### config.mk
export PLATFORM = sky130hd
export DESIGN_NAME = ram_port_arbiter_flat
export DESIGN_NICKNAME = d
export VERILOG_FILES = /design/src/rtl/ram_port_arbiter_if.sv /design/src/rtl/ram_port_arbiter.sv /design/src/flat_wrapper.sv
export SDC_FILE = /design/constraint.sdc
export NUM_CORES = 1
export LEC_CHECK = 0
export BUFFER_PORTS_ARGS = -buffer_cell sky130_fd_sc_hd__buf_2
export CAP_MARGIN = 20
export CORE_AREA = 2 2 39 41
export DETAILED_ROUTE_END_ITERATION = 6
export DIE_AREA = 0 0 41 43
export REMOVE_ABC_BUFFERS = 1
export SYNTH_ARGS = -nofsm -noshare
export SYNTH_HDL_FRONTEND = slang
export SYNTH_SLANG_ARGS = --single-unit
### constraint.sdc
create_clock -name CLK -period 1.9 [get_ports CLK]
set_input_delay 0.285 -clock CLK [delete_from_list [all_inputs] [get_ports CLK]]
set_output_delay 0.285 -clock CLK [all_outputs]
set_load 0.01 [all_outputs]
### src/rtl/ram_port_arbiter_if.sv
// Bus bundle between two requesters, the arbiter and a dual-port RAM.
// slave: arbiter view; master: requesters plus RAM view.
interface ram_port_arbiter_if #(
  parameter int DATA_WIDTH = 2,
  parameter int ADDR_WIDTH = 2
);
  logic                  WR_REQ_0;
  logic [ADDR_WIDTH-1:0] WR_ADDR_0;
  logic [DATA_WIDTH-1:0] WR_DATA_0;
  logic                  WR_GNT_0;
  logic                  WR_REQ_1;
  logic [ADDR_WIDTH-1:0] WR_ADDR_1;
  logic [DATA_WIDTH-1:0] WR_DATA_1;
  logic                  WR_GNT_1;

  logic                  RD_REQ_0;
  logic [ADDR_WIDTH-1:0] RD_ADDR_0;
  logic                  RD_GNT_0;
  logic                  RD_VALID_0;
  logic [DATA_WIDTH-1:0] RD_DATA_0;
  logic                  RD_REQ_1;
  logic [ADDR_WIDTH-1:0] RD_ADDR_1;
  logic                  RD_GNT_1;
  logic                  RD_VALID_1;
  logic [DATA_WIDTH-1:0] RD_DATA_1;

  logic                  EN_WR;
  logic [ADDR_WIDTH-1:0] ADDR_WR;
  logic [DATA_WIDTH-1:0] D_IN;
  logic                  EN_RD;
  logic [ADDR_WIDTH-1:0] ADDR_RD;
  logic [DATA_WIDTH-1:0] D_OUT;

  modport slave (
    input  WR_REQ_0, WR_ADDR_0, WR_DATA_0,
    input  WR_REQ_1, WR_ADDR_1, WR_DATA_1,
    input  RD_REQ_0, RD_ADDR_0,
    input  RD_REQ_1, RD_ADDR_1,
    input  D_OUT,
    output WR_GNT_0, WR_GNT_1,
    output RD_GNT_0, RD_GNT_1,
    output RD_VALID_0, RD_DATA_0,
    output RD_VALID_1, RD_DATA_1,
    output EN_WR, ADDR_WR, D_IN,
    output EN_RD, ADDR_RD
  );

  modport master (
    output WR_REQ_0, WR_ADDR_0, WR_DATA_0,
    output WR_REQ_1, WR_ADDR_1, WR_DATA_1,
    output RD_REQ_0, RD_ADDR_0,
    output RD_REQ_1, RD_ADDR_1,
    output D_OUT,
    input  WR_GNT_0, WR_GNT_1,
    input  RD_GNT_0, RD_GNT_1,
    input  RD_VALID_0, RD_DATA_0,
    input  RD_VALID_1, RD_DATA_1,
    input  EN_WR, ADDR_WR, D_IN,
    input  EN_RD, ADDR_RD
  );
endinterface

### src/rtl/ram_port_arbiter.sv
// Round-robin arbiter sharing one dual-port RAM between two requesters.
// Ports: CLK, RST (sync, active-high), bus (slave: reqs, grants, RAM port).
module ram_port_arbiter #(
  parameter int DATA_WIDTH = 2,
  parameter int ADDR_WIDTH = 2
) (
  input logic             CLK,
  input logic             RST,
  ram_port_arbiter_if.slave bus
);
  logic wr_pri_q, wr_pri_d;
  logic rd_pri_q, rd_pri_d;
  logic tag_vld_q, tag_vld_d;
  logic tag_idx_q, tag_idx_d;

  logic wr_gnt_0, wr_gnt_1;
  logic rd_gnt_0, rd_gnt_1;
  logic rd_vld_0, rd_vld_1;

  logic [ADDR_WIDTH-1:0] addr_wr;
  logic [DATA_WIDTH-1:0] d_in;
  logic [ADDR_WIDTH-1:0] addr_rd;

  always_comb begin
    wr_gnt_0 = 1'b0;
    wr_gnt_1 = 1'b0;
    rd_gnt_0 = 1'b0;
    rd_gnt_1 = 1'b0;
    if (!RST) begin
      // pri bit names the requester that wins a tie
      wr_gnt_0 = bus.WR_REQ_0 & (~bus.WR_REQ_1 | ~wr_pri_q);
      wr_gnt_1 = bus.WR_REQ_1 & (~bus.WR_REQ_0 |  wr_pri_q);
      rd_gnt_0 = bus.RD_REQ_0 & (~bus.RD_REQ_1 | ~rd_pri_q);
      rd_gnt_1 = bus.RD_REQ_1 & (~bus.RD_REQ_0 |  rd_pri_q);
    end
  end

  always_comb begin
    addr_wr = '0;
    d_in    = '0;
    unique case (1'b1)
      wr_gnt_0: begin
        addr_wr = bus.WR_ADDR_0;
        d_in    = bus.WR_DATA_0;
      end
      wr_gnt_1: begin
        addr_wr = bus.WR_ADDR_1;
        d_in    = bus.WR_DATA_1;
      end
      default: ;
    endcase
  end

  always_comb begin
    addr_rd = '0;
    unique case (1'b1)
      rd_gnt_0: addr_rd = bus.RD_ADDR_0;
      rd_gnt_1: addr_rd = bus.RD_ADDR_1;
      default: ;
    endcase
  end

  always_comb begin
    wr_pri_d = wr_pri_q;
    if (wr_gnt_0)      wr_pri_d = 1'b1;
    else if (wr_gnt_1) wr_pri_d = 1'b0;
    rd_pri_d = rd_pri_q;
    if (rd_gnt_0)      rd_pri_d = 1'b1;
    else if (rd_gnt_1) rd_pri_d = 1'b0;
    tag_vld_d = rd_gnt_0 | rd_gnt_1;
    tag_idx_d = rd_gnt_1;
  end

  always_ff @(posedge CLK) begin
    if (RST) begin
      wr_pri_q  <= 1'b0;
      rd_pri_q  <= 1'b0;
      tag_vld_q <= 1'b0;
      tag_idx_q <= 1'b0;
    end else begin
      wr_pri_q  <= wr_pri_d;
      rd_pri_q  <= rd_pri_d;
      tag_vld_q <= tag_vld_d;
      tag_idx_q <= tag_idx_d;
    end
  end

  // Gating by RST drops a read granted just before reset asserts.
  assign rd_vld_0 = ~RST & tag_vld_q & ~tag_idx_q;
  assign rd_vld_1 = ~RST & tag_vld_q &  tag_idx_q;

  assign bus.WR_GNT_0   = wr_gnt_0;
  assign bus.WR_GNT_1   = wr_gnt_1;
  assign bus.RD_GNT_0   = rd_gnt_0;
  assign bus.RD_GNT_1   = rd_gnt_1;
  assign bus.EN_WR      = wr_gnt_0 | wr_gnt_1;
  assign bus.ADDR_WR    = addr_wr;
  assign bus.D_IN       = d_in;
  assign bus.EN_RD      = rd_gnt_0 | rd_gnt_1;
  assign bus.ADDR_RD    = addr_rd;
  assign bus.RD_VALID_0 = rd_vld_0;
  assign bus.RD_VALID_1 = rd_vld_1;
  assign bus.RD_DATA_0  = rd_vld_0 ? bus.D_OUT : '0;
  assign bus.RD_DATA_1  = rd_vld_1 ? bus.D_OUT : '0;
endmodule
### src/flat_wrapper.sv
// flat-port wrapper written by rule: the top's interface ports become plain ports
module ram_port_arbiter_flat 
#(
  parameter int DATA_WIDTH = 2,
  parameter int ADDR_WIDTH = 2
)
  (CLK, RST, bus_WR_REQ_0, bus_WR_ADDR_0, bus_WR_DATA_0, bus_WR_REQ_1, bus_WR_ADDR_1, bus_WR_DATA_1, bus_RD_REQ_0, bus_RD_ADDR_0, bus_RD_REQ_1, bus_RD_ADDR_1, bus_D_OUT, bus_WR_GNT_0, bus_WR_GNT_1, bus_RD_GNT_0, bus_RD_GNT_1, bus_RD_VALID_0, bus_RD_DATA_0, bus_RD_VALID_1, bus_RD_DATA_1, bus_EN_WR, bus_ADDR_WR, bus_D_IN, bus_EN_RD, bus_ADDR_RD);
  ram_port_arbiter_if #(.DATA_WIDTH(DATA_WIDTH), .ADDR_WIDTH(ADDR_WIDTH)) bus_i ();
  input logic CLK;
  input logic RST;
  input wire logic [$bits(bus_i.WR_REQ_0)-1:0] bus_WR_REQ_0;
  input wire logic [$bits(bus_i.WR_ADDR_0)-1:0] bus_WR_ADDR_0;
  input wire logic [$bits(bus_i.WR_DATA_0)-1:0] bus_WR_DATA_0;
  input wire logic [$bits(bus_i.WR_REQ_1)-1:0] bus_WR_REQ_1;
  input wire logic [$bits(bus_i.WR_ADDR_1)-1:0] bus_WR_ADDR_1;
  input wire logic [$bits(bus_i.WR_DATA_1)-1:0] bus_WR_DATA_1;
  input wire logic [$bits(bus_i.RD_REQ_0)-1:0] bus_RD_REQ_0;
  input wire logic [$bits(bus_i.RD_ADDR_0)-1:0] bus_RD_ADDR_0;
  input wire logic [$bits(bus_i.RD_REQ_1)-1:0] bus_RD_REQ_1;
  input wire logic [$bits(bus_i.RD_ADDR_1)-1:0] bus_RD_ADDR_1;
  input wire logic [$bits(bus_i.D_OUT)-1:0] bus_D_OUT;
  output wire logic [$bits(bus_i.WR_GNT_0)-1:0] bus_WR_GNT_0;
  output wire logic [$bits(bus_i.WR_GNT_1)-1:0] bus_WR_GNT_1;
  output wire logic [$bits(bus_i.RD_GNT_0)-1:0] bus_RD_GNT_0;
  output wire logic [$bits(bus_i.RD_GNT_1)-1:0] bus_RD_GNT_1;
  output wire logic [$bits(bus_i.RD_VALID_0)-1:0] bus_RD_VALID_0;
  output wire logic [$bits(bus_i.RD_DATA_0)-1:0] bus_RD_DATA_0;
  output wire logic [$bits(bus_i.RD_VALID_1)-1:0] bus_RD_VALID_1;
  output wire logic [$bits(bus_i.RD_DATA_1)-1:0] bus_RD_DATA_1;
  output wire logic [$bits(bus_i.EN_WR)-1:0] bus_EN_WR;
  output wire logic [$bits(bus_i.ADDR_WR)-1:0] bus_ADDR_WR;
  output wire logic [$bits(bus_i.D_IN)-1:0] bus_D_IN;
  output wire logic [$bits(bus_i.EN_RD)-1:0] bus_EN_RD;
  output wire logic [$bits(bus_i.ADDR_RD)-1:0] bus_ADDR_RD;
  assign bus_i.WR_REQ_0 = bus_WR_REQ_0;
  assign bus_i.WR_ADDR_0 = bus_WR_ADDR_0;
  assign bus_i.WR_DATA_0 = bus_WR_DATA_0;
  assign bus_i.WR_REQ_1 = bus_WR_REQ_1;
  assign bus_i.WR_ADDR_1 = bus_WR_ADDR_1;
  assign bus_i.WR_DATA_1 = bus_WR_DATA_1;
  assign bus_i.RD_REQ_0 = bus_RD_REQ_0;
  assign bus_i.RD_ADDR_0 = bus_RD_ADDR_0;
  assign bus_i.RD_REQ_1 = bus_RD_REQ_1;
  assign bus_i.RD_ADDR_1 = bus_RD_ADDR_1;
  assign bus_i.D_OUT = bus_D_OUT;
  assign bus_WR_GNT_0 = bus_i.WR_GNT_0;
  assign bus_WR_GNT_1 = bus_i.WR_GNT_1;
  assign bus_RD_GNT_0 = bus_i.RD_GNT_0;
  assign bus_RD_GNT_1 = bus_i.RD_GNT_1;
  assign bus_RD_VALID_0 = bus_i.RD_VALID_0;
  assign bus_RD_DATA_0 = bus_i.RD_DATA_0;
  assign bus_RD_VALID_1 = bus_i.RD_VALID_1;
  assign bus_RD_DATA_1 = bus_i.RD_DATA_1;
  assign bus_EN_WR = bus_i.EN_WR;
  assign bus_ADDR_WR = bus_i.ADDR_WR;
  assign bus_D_IN = bus_i.D_IN;
  assign bus_EN_RD = bus_i.EN_RD;
  assign bus_ADDR_RD = bus_i.ADDR_RD;
  ram_port_arbiter #(.DATA_WIDTH(DATA_WIDTH), .ADDR_WIDTH(ADDR_WIDTH)) u_core (.CLK(CLK), .RST(RST), .bus(bus_i));
endmodule
---- Word level (Yosys, flattened, before mapping) ----
Index checks and enable logic that the tools add are counted.
storage, ports and cells
  bits in latches ......................... 0
  word-level logic and storage cells ...... 40
  memory bits (read-only) ................. 0
  flip-flop bits (word level) ............. 4
  output and inout port bits .............. 18
  memories ................................ 0
  RAM bits ................................ 0
  input bits .............................. 20
cells by class
  order comparisons ....................... 0
  reductions and logical operators ........ 2
  multiplexer cells ....................... 13
  bitwise gates (word level) .............. 21
  $add $sub $neg .......................... 0
  equal/unequal tests ..................... 0
  shifts and indexed selects .............. 0
  div/mod/pow operators ................... 0
  multiply operators ...................... 0
operator list
  kind                             count
  case mux 2 bit (2 select lines)  3
  2-to-1 mux 1 bit                 8
  NOT 1 bit                        8
  bitwise AND 1 bit                7
  bitwise OR 1 bit                 6
  2-to-1 mux 2 bit                 2
  nonzero test 2 bit               2

---- Longest topological paths before layout ----
Gate-level depths: netlist (run 1).
  word-level depth ........................ 6
  mapped depth ............................ 4
  depth with buffers taken out ............ 3

---- Worst setup path after synthesis (run 1) ----
No wires, ideal clock.
  path type ............................... reg2out
  start point ............................. reg u_core.wr_pri_q
  end point ............................... out bus_ADDR_WR[0]
  data required time ...................... 1615 ps
  setup slack ............................. 810 ps
  arrival time ............................ 805 ps
  buffers on the path ..................... 0
  stages on the path, launching flop included .. 4
  cell sequence ........................... dfxtp_1 -> nand2b_4 -> a32oi_1 -> nor2_1
between the ends
  word-level cells in the longest chain between the ends .. 5
  elaborated cells between the ends (all ways) .. 8
  those cells by class .................... mux (3); bitwise (5)
RTL lines
  what                               RTL line                text
  from (decl)                        ram_port_arbiter.sv:11  logic wr_pri_q, wr_pri_d;
  from (signal assigned)             ram_port_arbiter.sv:81  wr_pri_q <= wr_pri_d;
  NOT 1 bit                          ram_port_arbiter.sv:31  wr_gnt_0 = bus.WR_REQ_0 & (~bus.WR_REQ_1 | ~wr_pri_q);
  bitwise OR 1 bit                   ram_port_arbiter.sv:31
  bitwise AND 1 bit                  ram_port_arbiter.sv:31
  2-to-1 mux 1 bit                   ram_port_arbiter.sv:29  if (!RST) begin
  case mux 2 bit (2 select lines) *  ram_port_arbiter.sv:41  unique case (1'b1)
  to (decl)                          flat_wrapper.sv:31      output wire logic [$bits(bus_i.ADDR_WR)-1:0] bus_ADDR_WR;
Mark *: on every way between the ends. The rest lies on a longest branch, timed or not.

---- Final worst setup path (run 1) ----
  start point ............................. reg u_core.wr_pri_q
  end point ............................... out bus_D_IN[1]
between the ends
  word-level cells in the longest chain between the ends .. 5
  elaborated cells between the ends (all ways) .. 8
  those cells by class .................... mux (3); bitwise (5)
RTL lines
  what                               RTL line                text
  NOT 1 bit                          ram_port_arbiter.sv:31
  bitwise OR 1 bit                   ram_port_arbiter.sv:31
  bitwise AND 1 bit                  ram_port_arbiter.sv:31
  2-to-1 mux 1 bit                   ram_port_arbiter.sv:29
  case mux 2 bit (2 select lines) *  ram_port_arbiter.sv:41
  to (decl)                          flat_wrapper.sv:32      output wire logic [$bits(bus_i.D_IN)-1:0] bus_D_IN;
Marked as above.

==> results of run 1 <==
## how the worst max path moves through the flow
stage / startpoint / endpoint / slack [ns]
final: u_core.wr_pri_q / bus_D_IN[1] / 0.48
after global routing: u_core.wr_pri_q / bus_ADDR_WR[0] / 0.38
after CTS: u_core.wr_pri_q / bus_D_IN[1] / 0.46
after detailed placement: RST / bus_WR_GNT_0 / 0.66
after global placement: RST / bus_WR_GNT_0 / 0.67
after floorplan: u_core.wr_pri_q / bus_ADDR_WR[0] / 0.81
## flip-flops by register name (all words and copies together), names as in the netlist
signal and cells:
u_core.wr_pri_q 1, u_core.tag_vld_q 1, u_core.tag_idx_q 1, u_core.rd_pri_q 1
## stage by stage
| step | cells | utilization |
|---|---|---|
| after floorplan | 46 | - |
| after global placement | 99 | 0.3797 |
| after detailed placement | 99 | 0.3797 |
| after CTS | 102 | 0.3960 |
| after global routing | 102 | 0.3960 |
| final | 102 | 0.3960 |
## per-layer routing
metal | track usage | share of wire | routed length (um)
met3 | 0.04712 | 0.097 | 89
met2 | 0.1563 | 0.44 | 403
met1 | 0.1364 | 0.46 | 424
met5 | 0 | 0 | 0
met4 | 0.06000 | 0 | 0
## synth_stat cells (all sizes together)
cell / n / share of area
nor3: 3 / 0.043
nor2: 19 / 0.21
a211oi: 2 / 0.043
and2b: 1 / 0.025
buf: 3 / 0.072
a21boi: 2 / 0.076
nand2b: 3 / 0.076
nor2b: 1 / 0.018
nand2: 4 / 0.043
inv: 1 / 0.011
dfxtp: 4 / 0.23
a32oi: 6 / 0.15
## area by class of cell
class / count / area (um^2) / area share
inverter: 1 / 3.754 / 0.006849
tap: 16 / 20.02 / 0.03653
multi-input combinational: 41 / 236.5 / 0.4315
timing repair buffer: 37 / 185.2 / 0.3379
clock buffer: 3 / 22.52 / 0.04110
sequential: 4 / 80.08 / 0.1461
## cell usage in the layout, fill, tap and decap left out
cell,instances
and2b_2,1
a32oi_1,6
nor2_1,19
nor3_1,3
a21boi_4,1
nand2b_1,2
a21boi_1,1
nor2b_1,1
dfxtp_1,4
buf_2,37
nand2_1,4
a211oi_1,2
nand2b_4,1
inv_1,1
clkbuf_4,3
## kinds of logic (layout without fill, tap and decap cells)
family / count (synthesis) / count (layout)
AND/OR/NAND/NOR: 31 / 31
AO/OA/AOI/OAI: 10 / 10
flip-flops: 4 / 4
buffers and inverters: 4 / 41
## power breakdown
part	internal [W]	leakage, nW	switching [W]
clock network	0.0000706	0.0138	0.0000342
logic	0.0000474	0.258	0.0000509
registers	0.0000905	0.0334	0.00000569
total	0.000209	0.305	0.0000908
==> qor.txt, run 1 <==
detailed placer's ending HPWL: 729.8 um
Core ar.: 1384 um^2
HP Start: bus_RD_REQ_1
Leak Pwr: 0.3052 nW
via/cell ratio: 4.363
achievable frequency: 702.6 MHz
crit-path leading delay family: flip-flops
All-Layer GR Usage: 0.1108
1st-iter DRT viols: 7
grt ovf: 0
hold_ws: 0.3202 ns
CTS tree: yes
Worst Setup Start Kind: register
Crit path depth: 4
Worst Path Required: 1.62 ns
mux contribution to synthesized area: 0
hold crit path type: input port to register
syn_area_per_cell: 7.048 um^2
Final #Nets: 108
number of global-route vias before repair: 354
layout cell share with drive strength beyond 1: 0.5000
slowest CP cell: dfxtp_1
Reg-to-Reg Start: u_core.rd_pri_q
DP Area: 525.5 um^2
drt pass-1 iters: 3
IO Pins: 38
final setup violating endpoints: 0
largest family of logic cells by synthesized area: simple AND/OR/NAND/NOR gates
Initial Util: 0.2495
XOR/XNOR Fraction of Synth Area: 0
via count: 445
area of the mapped netlist: 345.3 um^2
Rel. slew slack: 0.7899
worst path cell trace: nand2b_4 -> a32oi_1 -> nor2_1 -> buf_2
Fin Setup TNS: 0 ns
Compound-Gate Fraction of Synth Area: 0.2717
Reg2Reg Capture Point: u_core.tag_idx_q
Seq/Total Area, Yosys: 0.2319
chip width: 41 um
Avg WL per Cell: 8.990 um
Tmin final: 1.423 ns
worst slew pin tran: 0.3152 ns
worst skew pair latency: 0.23 ns
Hold Path End: u_core.rd_pri_q
Pins Over Slew Limit: 0
#FFs+latches synth: 4
WL final: 917 um
Clock transition at path regs: 0.04 ns
Post-CTS Resized: 0
Final Skew: 0.005681 ns
Port Buffers: 37
Syn. warnings: 0
Hold Path Cell Cnt: 2
DRC: 0
Layout area overhead: 58.70%
Netlist cell types: 15
Rows: 14
P per Cell Area: 546.1 nW/um^2
Largest stage delay, worst path: 0.34 ns
setup ws final: 0.4766 ns
Sink Count: 4
largest net degree at the start of global routing: 21
register-to-register setup slack: 1.14 ns
cts hold-fix bufs: 0
RSZ-0062 raised after global routing: no
first-pass GRT wire length: 1324 um
Peak VDD IR: 366.2 uV
CTS max path bufs: 2
post-route ant nets: 0
Buf+Inv Stages, Crit Path: 1
placer's final routability congestion estimate: 0.6509
Synth Area in Simple Gates: 0.4130
ant diodes: 0
Syn Inst Count: 49
Max Cap Viol: 0
Final period util: 0.7491
die area: 1763 um^2
CP endpoint kind: primary output
Reg2Reg Depth: 3
CTS Buf Count: 3
postcts setup bufs: 0
post-synthesis adder-cell area fraction: 0
status: completed
worst-path fanout max: 5
Max H-tree Level: 1
die height: 43 um
WS Path Type: register to primary output
Fillers: 155
Final Hold Viols: 0
Total Power: 0.0002993 W
root buf cell: clkbuf_4
initial antenna violation count: 0
DP Worst Slack: 0.6564 ns
post-layout instance area: 548.0 um^2
Worst EP arrival: 1.14 ns
Note: power is estimated with default switching activity, not from simulation.
==> inputs of run 2 (changes only) <==
ABC_AREA = 1   (was not set)
PLACE_DENSITY = 0.69   (was not set)
clock period = 1.19 ns   (was 1.9 ns; I/O delays follow)
==> qor.txt, run 2 <==
Core Util, Final: 0.4756
via/cell ratio: 4.570
detailed placer's ending HPWL: 965.6 um
predominant post-synthesis flop cell: dfxtp_1
CTS max path bufs: 2
Clock transition at path regs: 0.04 ns
CP endpoint kind: primary output
CTS Buf Count: 3
post-layout instance area: 658.1 um^2
Sink Count: 4
ant diodes: 0
Core ar.: 1384 um^2
Synth top area share: 0.2126
WS Path Type: register to primary output
die area: 1763 um^2
P per Cell Area: 799.5 nW/um^2
worst-path fanout max: 5
achievable frequency: 849.1 MHz
Max Cap Viol: 0
Fin Setup TNS: 0 ns
ys async rst share: 0
Syn. warnings: 0
area of the mapped netlist: 376.6 um^2
1st-iter DRT viols: 9
Seq/Total Area, Yosys: 0.2126
syn_area_per_cell: 5.978 um^2
setup ws final: 0.01225 ns
via count: 553
mux contribution to synthesized area: 0
root buf cell: clkbuf_4
IO Pins: 38
die height: 43 um
RSZ-0062 raised after global routing: yes
Worst EP arrival: 1.00 ns
Tmin final: 1.178 ns
Avg WL per Cell: 10.73 um
Final Skew: 0.003468 ns
Port Buffers: 37
multi-input logic area: 272.8 um^2
layout cell share with drive strength beyond 1: 0.6000
synth top area cells: dfxtp_1 (21%), nand2_1 (15%), inv_1 (10%)
hold crit path type: input port to register
Seq. cell area: 87.58 um^2
most common cell in the netlist: nand2_1
Reg2Reg Depth: 3
Max H-tree Level: 1
Compound-Gate Fraction of Synth Area: 0.06645
worst skew pair latency: 0.24 ns
Netlist cell types: 13
hold_ws: 0.2178 ns
WL final: 1298 um
number of global-route vias before repair: 420
Layout area overhead: 74.75%
CTS tree: yes
#FFs+latches synth: 4
XOR/XNOR Fraction of Synth Area: 0
status: completed
DRC: 0
Worst Setup Start Kind: register
largest family of logic cells by synthesized area: simple AND/OR/NAND/NOR gates
Worst Path Required: 1.01 ns
grt ovf: 0
Synth Area in Simple Gates: 0.5714
Hold Path Cell Cnt: 3
post-route ant nets: 0
All-Layer GR Usage: 0.1476
number of synthesized flops with an enable pin: 0
Post-synth top cells: nand2_1 (15), inv_1 (10), nor2_1 (9)
first-pass GRT wire length: 1711 um
worst slew pin tran: 0.1823 ns
Peak VDD IR: 316.5 uV
HP Start: bus_RD_REQ_1
Leak Pwr: 0.4254 nW
commonest cells after routing, fill and taps aside: buf_2 (37), nand2_1 (11), nor2_1 (8), inv_1 (7), nand4_1 (6)
drt pass-1 iters: 4
placer's final routability congestion estimate: 0.8110
Final period util: 0.9897
chip width: 41 um
Worst Setup SP: u_core.wr_pri_q
commonest non-fill, non-tap cell in the layout: buf_2
largest net degree at the start of global routing: 11
DP Area: 578.1 um^2
Rows: 14
initial antenna violation count: 0
Reg-to-Reg Start: u_core.rd_pri_q
Rel. slew slack: 0.8783
final setup violating endpoints: 0
DP Worst Slack: 0.1541 ns
Final Hold Viols: 0
Final #Nets: 127
Pins Over Slew Limit: 0
Fillers: 153
Syn Inst Count: 63
post-synthesis adder-cell area fraction: 0
Yosys top cell by area: dfxtp_1
Initial Util: 0.2722
run 2: changes by cell type after synthesis, moves of 3 or more:
cell | previous run | this run
nand2_1 | 4 | 15
nor2_1 | 19 | 9
inv_1 | 1 | 10
a32oi_1 | 6 | 0
nand3_1 | 0 | 6
nand4_1 | 0 | 6
a21oi_1 | 0 | 5
nor3_1 | 3 | 0
run 2: worst paths after layout:
| kind | end | slack, ns |
|---|---|---|
| setup / recovery | bus_D_IN[1] | 0.01 |
| hold / removal | u_core.tag_idx_q | 0.22 |
| hold reg to reg | u_core.rd_pri_q | 0.56 |
| setup reg to reg | u_core.rd_pri_q | 0.47 |
run 2: area by class of cell:
| class | instances | area share |
|---|---|---|
| Multi-Input combinational cell | 46 | 0.4144 |
| Timing Repair Buffer | 40 | 0.3156 |
| Sequential cell | 4 | 0.1331 |
| Inverter | 12 | 0.07224 |
| Clock buffer | 3 | 0.03422 |
| Tap cell | 16 | 0.03042 |
run 2: cell families after synthesis:
logic type / after synthesis
AO/OA/AOI/OAI: 5
flip-flops: 4
buffers and inverters: 13
AND/OR/NAND/NOR: 41
run 2: repair_timing:
item | in CTS | in global routing
gates cloned | 0 | 0
hold buffers | 0 | 0
buffers inserted | 0 | 2
gates resized for setup | 6 | 12
pin swaps | 1 | 6
setup endpoints to repair | 3 | 12
hold endpoints to repair | 0 | 0
run 2: critical path, cell delays in order (launching register included):
cell and delay [ns]:
dfxtp_4 0.37, inv_4 0.04, nand2_4 0.07, nand3_1 0.08, nand2_1 0.07, buf_2 0.12
run 2: routing by layer:
| layer | vias up | global-route usage | wire, um |
|---|---|---|---|
| met5 | - | 0 | 0 |
| met4 | 0 | 0.1200 | 17 |
| met3 | 2 | 0.01571 | 98 |
| met2 | 24 | 0.2313 | 691 |
| met1 | 239 | 0.1672 | 490 |
| li1 | 288 | - | - |
run 2: through the flow:
stage | instances | total power [W]
6_report | 121 | 0.0005262
5_1_grt | 121 | 0.0005604
4_1_cts | 119 | 0.0005085
3_5_place_dp | 116 | 0.0003241
3_3_place_gp | 116 | 0.0003191
2_1_floorplan | 62 | 0.0002364
run 2: report_power, final:
group	switching [W]	leakage [nW]	total (W)	internal, W
Sequential	0.0000107	0.0347	0.000156	0.000146
Clock	0.0000613	0.0138	0.000175	0.000113
Combinational	0.000111	0.377	0.000195	0.0000839
Total	0.000183	0.425	0.000526	0.000343
==> inputs of run 3 (changes only) <==
PLACE_DENSITY = 0.66   (was 0.69)
clock period = 1.1 ns   (was 1.19 ns; I/O delays follow)
==> qor.txt, run 3 (synthesis gave the netlist of run 2 again) <==
status: complete, but fails checks
failing checks: setup timing
grt ovf: 0
setup ws final: -0.02932 ns
detailed placer's ending HPWL: 950.9 um
RSZ-0062 raised after global routing: yes
Peak VDD IR: 467.0 uV
Clock power frac: 0.333
CP endpoint kind: primary output
via/cell ratio: 4.630
postcts setup bufs: 0
Flop pwr share: 0.303
chip width: 41 um
CTS max path bufs: 2
achievable frequency: 885.5 MHz
worst slew pin tran: 0.2234 ns
Core Util, Final: 0.4665
Sink Count: 4
DP Worst Slack: 0.06340 ns
Rel. slew slack: 0.8511
CTS Buf Count: 3
Worst EP arrival: 0.96 ns
final setup violating endpoints: 7
first-pass GRT wire length: 1676 um
post-route ant nets: 0
Core ar.: 1384 um^2
commonest cells after routing, fill and taps aside: buf_2 (37), nand2_1 (11), nor2_1 (7), inv_1 (7), nand4_1 (6)
P per Cell Area: 853.2 nW/um^2
Port Buffers: 37
worst-path fanout max: 3
WL final: 1160 um
Fin Setup TNS: -0.1295 ns
Final #Nets: 125
via count: 551
Tmin final: 1.129 ns
Worst Setup Start Kind: register
1st-iter DRT viols: 16
Total Power: 0.0005508 W
Layout area overhead: 71.43%
Initial Util: 0.2722
root buf cell: clkbuf_4
DRC: 0
Avg WL per Cell: 9.748 um
initial antenna violation count: 0
Pins Over Slew Limit: 0
drt pass-1 iters: 4
Rows: 14
Leak Pwr: 0.4107 nW
Sw Share: 0.3388
Final Skew: 0.0009354 ns
Final Hold Viols: 0
worst skew pair latency: 0.23 ns
placer's final routability congestion estimate: 0.7945
Comb pwr share: 0.364
WS Path Type: register to primary output
Final period util: 1.027
IO Pins: 38
All-Layer GR Usage: 0.1370
layout cell share with drive strength beyond 1: 0.6214
Pint: 0.0003642 W
post-layout instance area: 645.6 um^2
Worst Path Required: 0.94 ns
die height: 43 um
ant diodes: 0
commonest non-fill, non-tap cell in the layout: buf_2
Clock transition at path regs: 0.04 ns
hold crit path type: input port to register
Max Cap Viol: 0
Max H-tree Level: 1
number of global-route vias before repair: 445
NetSw: 0.0001866 W
CTS tree: yes
die area: 1763 um^2
DP Area: 578.1 um^2
largest net degree at the start of global routing: 11
==> run 3: cell types whose count changed in the layout (fill, tap and decap cells not counted), sizes merged <==
cell  previous run  this run
buf             40        38
==> run 3: through the flow <==
| step | hold WS [ns] | cells |
|---|---|---|
| after floorplan | 0.2341 | 62 |
| after global placement | 0.4436 | 116 |
| after detailed placement | 0.4571 | 116 |
| after CTS | 0.1882 | 119 |
| after global routing | 0.2196 | 119 |
| final | 0.2121 | 119 |
==> run 3: worst paths after layout <==
kind	startpoint	end	slack (ns)	depth (start not counted)
worst min-delay path	bus_RD_REQ_1	u_core.tag_idx_q	0.21	3
worst max-delay path	u_core.rd_pri_q	bus_RD_GNT_1	-0.03	5
worst min register to register	u_core.wr_pri_q	u_core.wr_pri_q	0.49	2
worst max register to register	u_core.rd_pri_q	u_core.tag_idx_q	0.43	4
==> run 3: layer usage <==
| metal | wire (um) | part of all wire | track usage |
|---|---|---|---|
| met5 | 0 | 0 | 0 |
| met4 | 0 | 0 | 0.08000 |
| met3 | 68 | 0.059 | 0.03665 |
| met2 | 627 | 0.54 | 0.2094 |
| met1 | 464 | 0.40 | 0.1619 |
==> run 3: worst max-delay path: stages (launching register included) <==
cell,delay [ns]
dfxtp_2,0.33
inv_2,0.05
nand2_4,0.07
nand2_2,0.06
nor2_2,0.09
buf_2,0.13
==> run 3: power by group through the flow <==
stage	clock network, W	logic (W)	registers [W]
3_5_place_dp	0	0.000184	0.000165
3_3_place_gp	0	0.000182	0.000164
4_1_cts	0.000196	0.000198	0.000167
6_report	0.000183	0.000201	0.000167
5_1_grt	0.000204	0.000224	0.000167
2_1_floorplan	0	0.0000924	0.000163
==> run 3: final cells by class <==
cell class | instances | area (um^2)
Sequential cell | 4 | 85.08
Clock buffer | 3 | 22.52
Inverter | 12 | 45.04
Timing Repair Buffer | 38 | 192.7
Multi-Input combinational cell | 46 | 280.3
Fill cell | 161 | 738.2
Tap cell | 16 | 20.02
==> run 3: repair_timing <==
| item | CTS | global route |
|---|---|---|
| endpoints found under the setup margin | 11 | 14 |
| pin swaps | 3 | 1 |
| hold buffers | 0 | 0 |
| resized for setup | 15 | 3 |
